### config.mk
export PLATFORM = sky130hd
export DESIGN_NAME = pipe_stage_reg
export DESIGN_NICKNAME = d
export VERILOG_FILES = /design/src/rtl/pipe_stage_reg.sv
export SDC_FILE = /design/constraint.sdc
export NUM_CORES = 1
export LEC_CHECK = 0
export BUFFER_PORTS_ARGS = -buffer_cell sky130_fd_sc_hd__buf_2
export CORE_AREA = 5 5 137 139
export CTS_BUF_LIST = sky130_fd_sc_hd__clkbuf_2
export DETAILED_ROUTE_END_ITERATION = 12
export DIE_AREA = 0 0 142 144
export GPL_ROUTABILITY_DRIVEN = 0
export GPL_TIMING_DRIVEN = 0
export PLACE_DENSITY_LB_ADDON = 0.05
export REMOVE_ABC_BUFFERS = 1
export SKIP_LAST_GASP = 1
export SLEW_MARGIN = 20
export SYNTH_ARGS = -nofsm -noshare
export SYNTH_HDL_FRONTEND = slang
export SYNTH_SLANG_ARGS = --single-unit
### constraint.sdc
create_clock -name clk -period 2.85 [get_ports clk]
set_clock_uncertainty 0.2 [all_clocks]
set_input_delay 0.4275 -clock clk [delete_from_list [all_inputs] [get_ports clk]]
set_output_delay 0.4275 -clock clk [all_outputs]
set_load 0.05 [all_outputs]
### src/rtl/pipe_stage_reg.sv
// Pipeline stage register with valid/ready handshake, bubble insertion, flush and idle counter.
// Define PIPE_SKID_EN for a two-entry (output + skid) build with a registered d_ready.
module pipe_stage_reg #(
  parameter int unsigned      DATA_W  = 160,
  parameter int unsigned      CTL_W   = 9,
  parameter logic [CTL_W-1:0] CTL_NOP = '0
) (
  input  logic              clk,
  input  logic              rst,
  input  logic              d_valid,
  output logic              d_ready,
  input  logic [DATA_W-1:0] d_data,
  input  logic [CTL_W-1:0]  d_ctl,
  input  logic              bubble,
  input  logic              flush,
  output logic              x_valid,
  input  logic              x_ready,
  output logic [DATA_W-1:0] x_data,
  output logic [CTL_W-1:0]  x_ctl,
  output logic [15:0]       idle_cnt
);

  logic              out_valid_q, out_valid_d;
  logic [DATA_W-1:0] out_data_q, out_data_d;
  logic [CTL_W-1:0]  out_ctl_q, out_ctl_d;
  logic [15:0]       idle_q, idle_d;
  logic              accept;
  logic              out_load;

`ifdef PIPE_SKID_EN
  logic              skid_valid_q, skid_valid_d;
  logic [DATA_W-1:0] skid_data_q, skid_data_d;
  logic [CTL_W-1:0]  skid_ctl_q, skid_ctl_d;

  // Ready comes from the skid-empty flop; bubble/flush/reset only gate it, x_ready never does.
  assign d_ready = rst && !skid_valid_q && !bubble && !flush;
`else
  assign d_ready = rst && !bubble && !flush && (!out_valid_q || x_ready);
`endif

  assign accept   = d_valid && d_ready;
  assign out_load = !out_valid_q || x_ready;

  always_comb begin
    out_valid_d  = out_valid_q;
    out_data_d   = out_data_q;
    out_ctl_d    = out_ctl_q;
`ifdef PIPE_SKID_EN
    skid_valid_d = skid_valid_q;
    skid_data_d  = skid_data_q;
    skid_ctl_d   = skid_ctl_q;
`endif
    if (flush) begin
      out_valid_d  = 1'b0;
      out_ctl_d    = CTL_NOP;
`ifdef PIPE_SKID_EN
      skid_valid_d = 1'b0;
`endif
    end else if (out_load) begin
`ifdef PIPE_SKID_EN
      // Older skid entry has priority over a bubble for the freed output slot.
      if (skid_valid_q) begin
        out_valid_d  = 1'b1;
        out_data_d   = skid_data_q;
        out_ctl_d    = skid_ctl_q;
        skid_valid_d = 1'b0;
      end else
`endif
      if (bubble) begin
        out_valid_d = 1'b1;
        out_ctl_d   = CTL_NOP;
      end else if (accept) begin
        out_valid_d = 1'b1;
        out_data_d  = d_data;
        out_ctl_d   = d_ctl;
      end else begin
        out_valid_d = 1'b0;
      end
    end
`ifdef PIPE_SKID_EN
    else if (accept) begin
      skid_valid_d = 1'b1;
      skid_data_d  = d_data;
      skid_ctl_d   = d_ctl;
    end
`endif
  end

  always_comb begin
    idle_d = idle_q;
    if (x_ready && (!out_valid_q || out_ctl_q == CTL_NOP) && idle_q != 16'hFFFF) begin
      idle_d = idle_q + 16'd1;
    end
  end

  always_ff @(posedge clk or negedge rst) begin
    if (!rst) begin
      out_valid_q <= 1'b0;
      out_data_q  <= '0;
      out_ctl_q   <= CTL_NOP;
      idle_q      <= '0;
    end else begin
      out_valid_q <= out_valid_d;
      out_data_q  <= out_data_d;
      out_ctl_q   <= out_ctl_d;
      idle_q      <= idle_d;
    end
  end

`ifdef PIPE_SKID_EN
  always_ff @(posedge clk or negedge rst) begin
    if (!rst) begin
      skid_valid_q <= 1'b0;
      skid_data_q  <= '0;
      skid_ctl_q   <= CTL_NOP;
    end else begin
      skid_valid_q <= skid_valid_d;
      skid_data_q  <= skid_data_d;
      skid_ctl_q   <= skid_ctl_d;
    end
  end
`endif

  assign x_valid  = out_valid_q;
  assign x_data   = out_data_q;
  assign x_ctl    = out_ctl_q;
  assign idle_cnt = idle_q;

endmodule

### Word-level counts from Yosys, hierarchy flattened

Cells that the tools add are included.

* flip-flop bits (word level): 186
* input bits: 175
* output and inout bits: 187

* add/subtract/negate cells: 1
* equality and inequality tests: 1
* mux-type cells: 8
* bitwise gates (word level): 2
* reduce and logical (&&, ||, !) cells: 16

Operators with widths (number)
* 9-bit two-way mux: 4
* 16-bit by 1-bit adder with 16-bit output, second input constant: 1
* 16-bit inequality test, second input constant: 1
* 9-bit zero test: 1
* 1-bit logical AND: 6
* 1-bit two-way mux: 4
* 4-bit AND reduction: 1
* 1-bit zero test: 3
* 3-bit nonzero test: 1
* 1-bit logical OR: 2
* 1-bit NOT: 2
* 2-bit AND reduction: 1
* 2-bit nonzero test: 1

### Longest topological paths before layout

Gate-level depths: netlist of the first run.

* depth after elaboration: 9
* mapped depth: 7
* gate-level depth less buffers: 6

### Least setup slack after synthesis of the first run

No wires, ideal clock.

* path kind: reg2reg
* start: register idle_q[0] (netlist: idle_cnt[0])
* end: register idle_q[1] (netlist: idle_cnt[1])
* library setup time: 0.125 ns
* arrival: 2.323 ns
* required time: 2.525 ns
* slack: 0.202 ns
* stages on the path, launching flop included: 7
* period minus slack after synthesis: 2.648 ns
* cells stage by stage: dfrtp_1 -> ha_1 -> nand4_4 -> or3_4 -> o311ai_2 -> buf_6 -> mux2_4

* word-level cells in the longest chain between the ends: 2

Ends and longest elaborated chain
* start, declared: RTL line 26 `logic [15:0] idle_q, idle_d;`
* start signal, assigned: RTL line 106 `idle_q <= idle_d;`
* branches (longest 2 deep; another with 16-bit by 1-bit adder with 16-bit output)

Parallel ways; which one is timed is not known.
A chain may end at the register's enable or synchronous reset.

### Worst setup path in the final report of the first run

* start: register out_valid_q (netlist: x_valid)
* end: register out_data_q[96] (netlist: x_data[96])

* word-level cells in the longest chain between the ends: 5

Ends and longest elaborated chain
* start, declared: RTL line 23 `logic out_valid_q, out_valid_d;`
* start signal, assigned: RTL line 103 `out_valid_q <= out_valid_d;`
* 1-bit zero test (*): RTL line 38, 42
* 1-bit logical OR (*): RTL line 38, 42
* 1-bit logical AND: RTL line 38 `assign d_ready = rst && !bubble && !flush && (!out_valid_q || x_ready);`
* 1-bit logical AND: RTL line 41 `assign accept = d_valid && d_ready;`
* 4-bit AND reduction (no line) (*)
* end signal, assigned: RTL line 104 `out_data_q <= out_data_d;`
* end, declared: RTL line 24 `logic [DATA_W-1:0] out_data_q, out_data_d;`

Every way passes the cells marked *; elsewhere a longest branch is shown, timed or not.

==> results of run 1 <==
-- power groups by stage --
stage	logic, mW	clock network (mW)	registers, mW
global route	4.16	1.45	3.65
floorplan	0.665	0	5.74
CTS	4.02	1.33	3.57
global placement	3.82	0	3.59
detailed placement	3.81	0	3.62
finish	3.99	1.26	3.57
-- cell families (layout without fill, tap and decap cells) --
| family | Yosys count | count (layout) | share of synthesized area [%] |
|---|---|---|---|
| AO/OA/AOI/OAI | 12 | 12 | 1.79 |
| XOR/XNOR | 14 | 14 | 1.72 |
| adder cells (fa/ha/maj) | 1 | 1 | 0.176 |
| buffers and inverters | 24 | 594 | 1.69 |
| flip-flops | 186 | 186 | 65.4 |
| multiplexers | 162 | 162 | 25.7 |
| other | 0 | 1 | 0 |
| AND/OR/NAND/NOR | 40 | 40 | 3.58 |
-- flip-flops by register name, indices dropped and copies added (netlist names) --
| signal | cells |
|---|---|
| x_data | 160 |
| idle_cnt | 16 |
| x_ctl | 9 |
| x_valid | 1 |
-- routing by layer --
layer	wire, um	share of wire, %	global-route usage (%)
met1	7610	36	22.3
met2	11100	53	36.0
met3	1540	7.4	7.28
met4	639	3.1	7.98
met5	0	0	0
-- metrics by stage --
stage	power (mW)	utilization, %
floorplan	6.41	-
global placement	7.40	51.9
detailed placement	7.43	53.0
CTS	8.92	64.6
global route	9.25	64.6
finish	8.82	64.6
-- synth_stat cells --
cell / n
ha_1: 1
nand4_1: 2
nor3_1: 4
nand4b_1: 1
dfrtp_1: 186
nor2_1: 7
a22o_1: 8
or3_4: 1
a22o_2: 1
or4_4: 1
buf_2: 18
mux2_4: 1
o311ai_2: 1
xnor2_1: 7
nand4_4: 1
or4_1: 1
o31ai_4: 1
nand2b_1: 1
mux2_2: 161
nor4_1: 2
nand2_1: 6
and3_1: 1
nor3_2: 2
nand3_1: 6
clkbuf_1: 1
nor2b_1: 1
o21ba_2: 1
nor3_4: 1
and3_2: 1
inv_1: 4
buf_6: 1
nor4b_1: 1
xor2_1: 7
-- worst max path at each step --
stage,startpoint,end,slack (ns),depth (start not counted)
2_1_floorplan,x_valid,x_data[0],-17.26,3
3_5_place_dp,rst,x_data[111],-1.25,12
6_report,x_valid,x_data[96],0.15,8
3_3_place_gp,rst,x_data[98],-26.96,4
4_1_cts,idle_cnt[0],idle_cnt[1],0.01,5
5_1_grt,x_valid,x_data[96],0.0009,8
-- worst max-delay path, cell delays in order (launching register included) --
cell	delay, ns
dfrtp_1	0.43
nor2b_1	0.19
nor4b_4	0.36
buf_4	0.20
buf_4	0.16
buf_2	0.34
buf_4	0.24
buf_2	0.17
mux2_2	0.33
-- cell type report --
cell class	instances	area [um^2]	share of cell area (%)
Sequential cell	186	4650	41.1
Timing Repair Buffer	561	3790	33.4
Multi-Input combinational cell	229	2370	20.9
Tap cell	229	287	2.53
Clock inverter	12	128	1.13
Clock buffer	17	85.1	0.751
Inverter	4	15.0	0.133
Antenna cell	1	2.50	0.0221
-- what timing repair did --
action	CTS	global route
hold endpoints to repair	324	89
pin swaps	1	0
hold buffers	176	1
resized for setup	4	2
setup endpoints to repair	58	46
buffers inserted	3	0
==> flow_summary.ini, run 1 <==
[finish]
final_common_cell = buf_2
final_layout_size_suffix_gt1_share_pct = 58.3
final_nets = 1175
fillers = 1384
mostFrequentLayoutCells = 371 x buf_2, 186 x dfrtp_1, 174 x dlygate4sd3_1
fin_area_um2 = 11300
stdcell_count = 1239
area_delta_synth_final_pct = 59.1

[clock_tree]
cts.sinks = 186
cts_buffers = 17
cts_root_buffer = clkbuf_2
clock_path_buffers = 2
cts_tree = built
h-tree-depth = 4
clk_latency_ns = 0.69
clkTransAtPathRegs_ns = 0.27

[setup_path]
r2r-end = x_data[96]
cp_max_fo = 16
end_kind = flop
ff2ff_path_depth = 8
r2r_slack_ns = 0.15
r2r-start = x_valid
worstSetupStartpointType = flop
required_ns = 3.24
critPathKind = flop to flop
cp.arrival_ns = 3.10

[routing]
drc = 0
wl_per_cell_um = 16.8
vias_per_cell = 4.64
wl_mm = 20.9
num_vias = 5750
drtIter0Drc = 176
firstDrtPassIters = 4
ant_nets = 0

[timing]
fin_crit_sh_pct = 94.9
finalHoldViolCount = 88
hold_ws_ns = -0.541
rsz0062_at_grt = false
setup_viol = 0
slew_headroom_pct = 54.1
setup_tns_ns = 0
min_period_ns = 2.70
tightest_slew_ns = 0.689
fmaxAchievable_mhz = 370
setup_slack_ns = 0.145
slew_viol_final = 0

[logic_synthesis]
synth.distinct_cells = 33
ys_ff_latch = 186
synth_area_leaders = dfrtp_1 65%, mux2_2 25%, buf_2 1.3%
synth.top_cell.area_share_pct = 65.4
ys_warn_count = 0
yosysTopAreaCell = dfrtp_1
synth_area_um2 = 7120
ys_seq_area_share_pct = 65.4
syn_inst = 439
avgSynthCellArea_um2 = 16.2

[power_and_ir_drop]
seqPwrFrac_pct = 40.4
combinationalPowerShare_pct = 45.3
power_frac_clock_pct = 14.3
cellPowerDensity_nw_per_um2 = 779
power.switching_mw = 4.07
p_leak_nw = 5.64
ir_drop_uv = 468
p_int_mw = 4.75
power.share.switching_pct = 46.1

[grt]
grt_use_total_pct = 20.3
grt_pass1_vias = 6499
grt_pass1_wl_mm = 32.8
grt_max_degree = 91
antenna_found_initial = 1
grt-ovfl-total = 0

[hold_path]
hold_class = input port to async pin

[floorplan]
initial_core_util_pct = 40.6
ios = 362
rows = 49
die_area_um2 = 20400
die_x_um = 142
die_y_um = 144
core_um2 = 17500

[placed_design]
dp_cells = 1036
detailedPlace.worstSlack_ns = -1.25
dp_hpwl_mm = 15.2
dpl_cell_area_um2 = 9300
io_buffers = 361

[run_status]
outcome = complete, but fails checks
violations = negative hold slack

[job]
cap_violations = 0
Power figures use the tool's default switching activity.
==> run 2, diff against run 1 <==
==> constraint.sdc (replaced) <==
create_clock -name clk -period 2.85 [get_ports clk]
set_clock_uncertainty 0.2 [all_clocks]
set_input_delay 0.1425 -clock clk [delete_from_list [all_inputs] [get_ports clk]]
set_output_delay 0.1425 -clock clk [all_outputs]
set_load 0.05 [all_outputs]
==> run 2 against run 1 <==
Against the previous run: the flow now stops in 4_1_cts; area after synthesis is the same; synthesized cell count is the same.
==> flow_summary.ini, run 2 <==
[run_status]
outcome = did not finish
failed_stage = 4_1_cts
tool.error = [ERROR RSZ-0060] Max buffer count reached.

[clock_tree]
clock_path_buffers = 2
cts_root_buffer = clkbuf_2
h-tree-depth = 4
cts.sinks = 186
ctsHoldBuffers = 214
postCtsResizedCells = 4
cts_setup_buffers = 3
cts_buffers = 17

[logic_synthesis]
synth_edf_count = 0
synth_area_um2 = 7120
synthFlopType = dfrtp_1
ys_ff_latch = 186
synth.distinct_cells = 33
ys_seq_area_share_pct = 65.4
synth.most_common_cell = dfrtp_1
avgSynthCellArea_um2 = 16.2
ys_async_sr_fraction_pct = 100
syn_inst = 439
ys_warn_count = 0
synthTopCellsByCount = 186 x dfrtp_1, 161 x mux2_2, 18 x buf_2
yosysTopAreaCell = dfrtp_1
synth.top_cell.area_share_pct = 65.4
synth_area_leaders = dfrtp_1 65%, mux2_2 25%, buf_2 1.3%

[floorplan]
ios = 362
initial_core_util_pct = 40.6
die_x_um = 142
rows = 49
die_y_um = 144

[placed_design]
detailedPlace.worstSlack_ns = -0.970
dp_cells = 1036
dp_hpwl_mm = 15.2
io_buffers = 361
dpl_cell_area_um2 = 9300
run 2: cell counts after synthesis:
Identical to the previous run, type by type.
run 2: metrics by stage:
| stage | setup TNS, ns | hold slack (ns) |
|---|---|---|
| after floorplan | -2926.54 | -0.353 |
| after global placement | -4783.64 | 0.124 |
| after detailed placement | -46.62 | -0.00399 |
run 2: cell families after synthesis:
family	count (synthesis)	share of synthesized area, %
fa+ha+maj	1	0.176
mux	162	25.7
buf+inv	24	1.69
simple gates	40	3.58
xor+xnor	14	1.72
compound gates	12	1.79
flops	186	65.4
==> run 3, diff against run 2 <==
--- a/config.mk
+++ b/config.mk
@@ -6,13 +6,12 @@
 export NUM_CORES = 1
 export LEC_CHECK = 0
 export BUFFER_PORTS_ARGS = -buffer_cell sky130_fd_sc_hd__buf_2
-export CORE_AREA = 5 5 137 139
-export CTS_BUF_LIST = sky130_fd_sc_hd__clkbuf_2
+export CORE_MARGIN = 5
+export CORE_UTILIZATION = 40
 export DETAILED_ROUTE_END_ITERATION = 12
-export DIE_AREA = 0 0 142 144
 export GPL_ROUTABILITY_DRIVEN = 0
 export GPL_TIMING_DRIVEN = 0
-export PLACE_DENSITY_LB_ADDON = 0.05
+export PLACE_DENSITY_LB_ADDON = 0.15
 export REMOVE_ABC_BUFFERS = 1
 export SKIP_LAST_GASP = 1
 export SLEW_MARGIN = 20
==> run 3 against run 2 <==
Against the previous run: the run now ends clean.
==> flow_summary.ini, run 3 (synthesized netlist as in run 1, its figures left out) <==
[timing]
min_period_ns = 2.71
tightest_slew_ns = 0.649
slew_viol_final = 0
fmaxAchievable_mhz = 369
slew_headroom_pct = 56.6
setup_slack_ns = 0.138
fin_crit_sh_pct = 95.1
finalHoldViolCount = 0
setup_viol = 0

[floorplan]
die_area_um2 = 20600
die_y_um = 143
ios = 362
initial_core_util_pct = 41.0
rows = 48
die_x_um = 143
core_um2 = 17400

[clock_tree]
clk_latency_ns = 0.41
cts_tree = built
cts_root_buffer = clkbuf_16
h-tree-depth = 4
clkTransAtPathRegs_ns = 0.07
clock_path_buffers = 2
cts.sinks = 186
cts_buffers = 17

[routing]
wl_mm = 22.2
wl_per_cell_um = 17.8
num_vias = 5882
drtIter0Drc = 162
ant_nets = 0
firstDrtPassIters = 4
drc = 0
vias_per_cell = 4.72

[placed_design]
io_buffers = 361
dp_hpwl_mm = 15.8
detailedPlace.worstSlack_ns = -1.20

[power_and_ir_drop]
ir_drop_uv = 605
cellPowerDensity_nw_per_um2 = 837
p_leak_nw = 5.88

[hold_path]
hold_depth = 4
hold_class = input port to flop
min-delay-start = bubble
hold_end = x_data[155]

[grt]
grt-ovfl-total = 0
grt_pass1_vias = 6633
grt_pass1_wl_mm = 34.0
antenna_found_initial = 0
grt_max_degree = 83
grt_use_total_pct = 21.0

[setup_path]
r2r_slack_ns = 0.14
required_ns = 2.94
r2r-start = x_valid
ff2ff_path_depth = 8
path_cells = nor2b_1 > nor4b_4 > buf_6 > buf_6 > buf_2 > buf_2 > buf_2 > mux2_2
cpMostUsedCell = buf_2
end_kind = flop
worstSetupStartpointType = flop
cp.arrival_ns = 2.81
cp_max_fo = 8
cp_slowest_cell = nor4b_4
critPathKind = flop to flop
critPathMaxStageDelay_ns = 0.44
r2r-end = x_data[150]

[finish]
final_common_cell = buf_2
final_nets = 1183
final_layout_size_suffix_gt1_share_pct = 58.7
insertedDiodeCount = 0
largest_reg_flops = 160
area_delta_synth_final_pct = 66.5
fin_util_pct = 68.3
mostFrequentLayoutCells = 370 x buf_2, 186 x dfrtp_1, 175 x dlygate4sd3_1

[job]
cap_violations = 0

[run_status]
outcome = complete, no violations
==> run 3: final cells by class <==
class                           count  area [um^2]
Timing Repair Buffer              569         3960
Inverter                            4         15.0
Clock buffer                       20          457
Fill cell                        1244         5500
Clock inverter                     12          115
Sequential cell                   186         4650
Multi-Input combinational cell    229         2370
Tap cell                          225          282
==> run 3: what timing repair did <==
action / CTS / global route
gates cloned: 1 / 2
hold endpoints to repair: 358 / 123
setup buffers: 4 / 1
hold buffers: 175 / 5
pin swaps: 1 / 1
setup endpoints to repair: 94 / 41
gates resized for setup: 7 / 1
==> run 3: metal layers <==
metal / part of all wire [%] / global-route usage (%)
met2: 52 / 37.4
met4: 3.5 / 9.22
met5: 0 / 0
met1: 36 / 22.9
met3: 8.2 / 6.96
==> run 3: stage by stage <==
step           std cells  area [um^2]  hold WS [ns]  power (mW)  TNS (ns)
2_1_floorplan        419         7020        -0.353        6.41  -2926.54
3_3_place_gp        1005         9100         0.125        7.41  -4720.09
3_5_place_dp        1032         9320        -0.141        7.45    -90.06
4_1_cts             1239        11700        -0.548        9.96         0
5_1_grt             1245        11900         0.154        10.3  -0.00790
6_report            1245        11900         0.153        9.92         0
==> run 3: how the worst max path moves through the flow <==
stage | end | startpoint | slack (ns)
floorplan | x_data[0] | x_valid | -17.26
CTS | x_data[54] | x_valid | 0.02
global placement | x_data[137] | rst | -26.35
finish | x_data[150] | x_valid | 0.14
detailed placement | x_data[54] | rst | -1.20
global route | x_data[132] | x_valid | -0.005
==> run 3: critical path: cells and delay by family (launching register included) <==
kind | cells | cell delay [ns]
mux | 1 | 0.35
flops | 1 | 0.42
simple gates | 2 | 0.66
buf+inv | 5 | 0.95
==> run 3: report_power, final <==
group	internal, mW	switching (mW)	total, mW
Clock	1.26	1.02	2.28
Sequential	3.24	0.358	3.60
Combinational	1.16	2.88	4.04
Total	5.66	4.26	9.92
==> run 4, diff against run 3 <==
==> constraint.sdc (replaced) <==
create_clock -name clk -period 2.3 [get_ports clk]
set_clock_uncertainty 0.2 [all_clocks]
set_input_delay 0.115 -clock clk [delete_from_list [all_inputs] [get_ports clk]]
set_output_delay 0.115 -clock clk [all_outputs]
set_load 0.05 [all_outputs]
==> run 4 against run 3 <==
Against the previous run: fmax rose by 21%; global-route usage rose by 1.3 points; final area rose by 2.8%; core utilization rose by 1.9 points; register-to-register slack got worse by 0.08 ns; power rose by 25%; critical path depth fell by 2; worst hold slack improved by 0.025 ns; clock-buffer cell count did not move; non-clock buffer count rose by 17.
==> flow_summary.ini, run 4 (synthesized netlist as in run 1, its figures left out) <==
[timing]
setup_viol = 0
hold_ws_ns = 0.178
slew_viol_final = 0
rsz0062_at_grt = true
setup_slack_ns = 0.0561
slew_headroom_pct = 56.6
min_period_ns = 2.24
fin_crit_sh_pct = 97.6
finalHoldViolCount = 0
tightest_slew_ns = 0.649
fmaxAchievable_mhz = 446

[placed_design]
dpl_cell_area_um2 = 9320
io_buffers = 361
dp_hpwl_mm = 15.8
detailedPlace.worstSlack_ns = -1.73
dp_cells = 1032

[setup_path]
end_kind = flop
r2r_slack_ns = 0.06
cp.arrival_ns = 2.34
worstSetupStartpointType = flop
required_ns = 2.39
setup.worst_path.start = x_ctl[5]
cp_max_fo = 3
critPathBufInv = 1
path_cells = or4_4 > o31ai_4 > buf_4 > and3_2 > nand4_1 > xnor2_1
crit_family = simple AND/OR/NAND/NOR gates
ff2ff_path_depth = 6
critPathKind = flop to flop
cp_slowest_cell = or4_4
r2r-start = x_ctl[5]
critPathMaxStageDelay_ns = 0.55
r2r-end = idle_cnt[15]

[floorplan]
die_area_um2 = 20600
die_x_um = 143
initial_core_util_pct = 41.0
ios = 362
die_y_um = 143
core_um2 = 17400
rows = 48

[hold_path]
hold_depth = 4
hold_class = input port to flop
min-delay-start = bubble
hold_end = x_ctl[3]

[clock_tree]
cts_root_buffer = clkbuf_16
cts.sinks = 186
cts_buffers = 17
clk_latency_ns = 0.41
clock_path_buffers = 2
h-tree-depth = 4
clkTransAtPathRegs_ns = 0.07
cts_tree = built

[grt]
grt_pass1_vias = 6825
grt_max_degree = 64
grt_pass1_wl_mm = 35.7
grt_use_total_pct = 22.4
antenna_found_initial = 0
grt-ovfl-total = 0

[finish]
final_nets = 1200
largest_reg_flops = 160
area_delta_synth_final_pct = 71.1
final_common_cell = buf_2
fin_area_um2 = 12200
stdcell_count = 1262
insertedDiodeCount = 0
mostFrequentLayoutCells = 361 x buf_2, 184 x dfrtp_1, 175 x dlygate4sd3_1
final_layout_size_suffix_gt1_share_pct = 60.0

[power_and_ir_drop]
p_leak_nw = 6.04
totalPowerFinal_mw = 12.4
cellPowerDensity_nw_per_um2 = 1020
ir_drop_uv = 762

[routing]
num_vias = 6016
ant_nets = 0
firstDrtPassIters = 4
drtIter0Drc = 177
vias_per_cell = 4.77
wl_per_cell_um = 18.4
wl_mm = 23.2
drc = 0

[job]
cap_violations = 0

[run_status]
outcome = complete, no violations
## run 4: final cells by class
| class | count | area [um^2] |
|---|---|---|
| Multi-Input combinational cell | 229 | 2450 |
| Inverter | 4 | 15.0 |
| Clock inverter | 12 | 115 |
| Clock buffer | 20 | 457 |
| Sequential cell | 186 | 4660 |
| Tap cell | 225 | 282 |
| Timing Repair Buffer | 586 | 4210 |
| Fill cell | 1202 | 5170 |
## run 4: stage by stage
step                utilization [%]  setup TNS [ns]
floorplan                         -        -3025.94
global placement               52.5        -4910.71
detailed placement             53.7         -176.75
CTS                            69.7          -0.446
global route                   70.2          -0.676
finish                         70.2               0
## run 4: layer usage
layer / vias to the layer above / part of all wire [%] / GRT usage [%]
met5: - / 0 / 0
met4: 0 / 3.3 / 8.82
met3: 52 / 7.5 / 6.69
met2: 246 / 53 / 40.6
met1: 2994 / 36 / 24.4
li1: 2724 / - / -
## run 4: power by group
| group | internal [mW] | total (mW) | switching [mW] |
|---|---|---|---|
| combinational | 1.53 | 5.13 | 3.60 |
| clock | 1.57 | 2.83 | 1.26 |
| sequential | 4.02 | 4.47 | 0.451 |
| total | 7.11 | 12.4 | 5.32 |
## run 4: tightest hold or removal path: cells and delay by family
family / cells / cell delay [ns]
compound gates: 2 / 0.36
buf+inv: 1 / 0.14
simple gates: 1 / 0.13
## run 4: worst max-delay path by stage
stage,to,cells after the start
detailed placement,x_data[54],13
global route,x_data[54],7
floorplan,x_data[0],3
finish,idle_cnt[15],6
global placement,x_data[137],4
CTS,x_data[54],9
## run 4: what timing repair did
action | in CTS | in global routing
hold endpoints to repair | 359 | 0
resized for setup | 42 | 14
setup endpoints to repair | 163 | 90
pin swaps | 3 | 2
setup buffers | 17 | 12
hold buffers | 180 | 0
cloned | 2 | 0
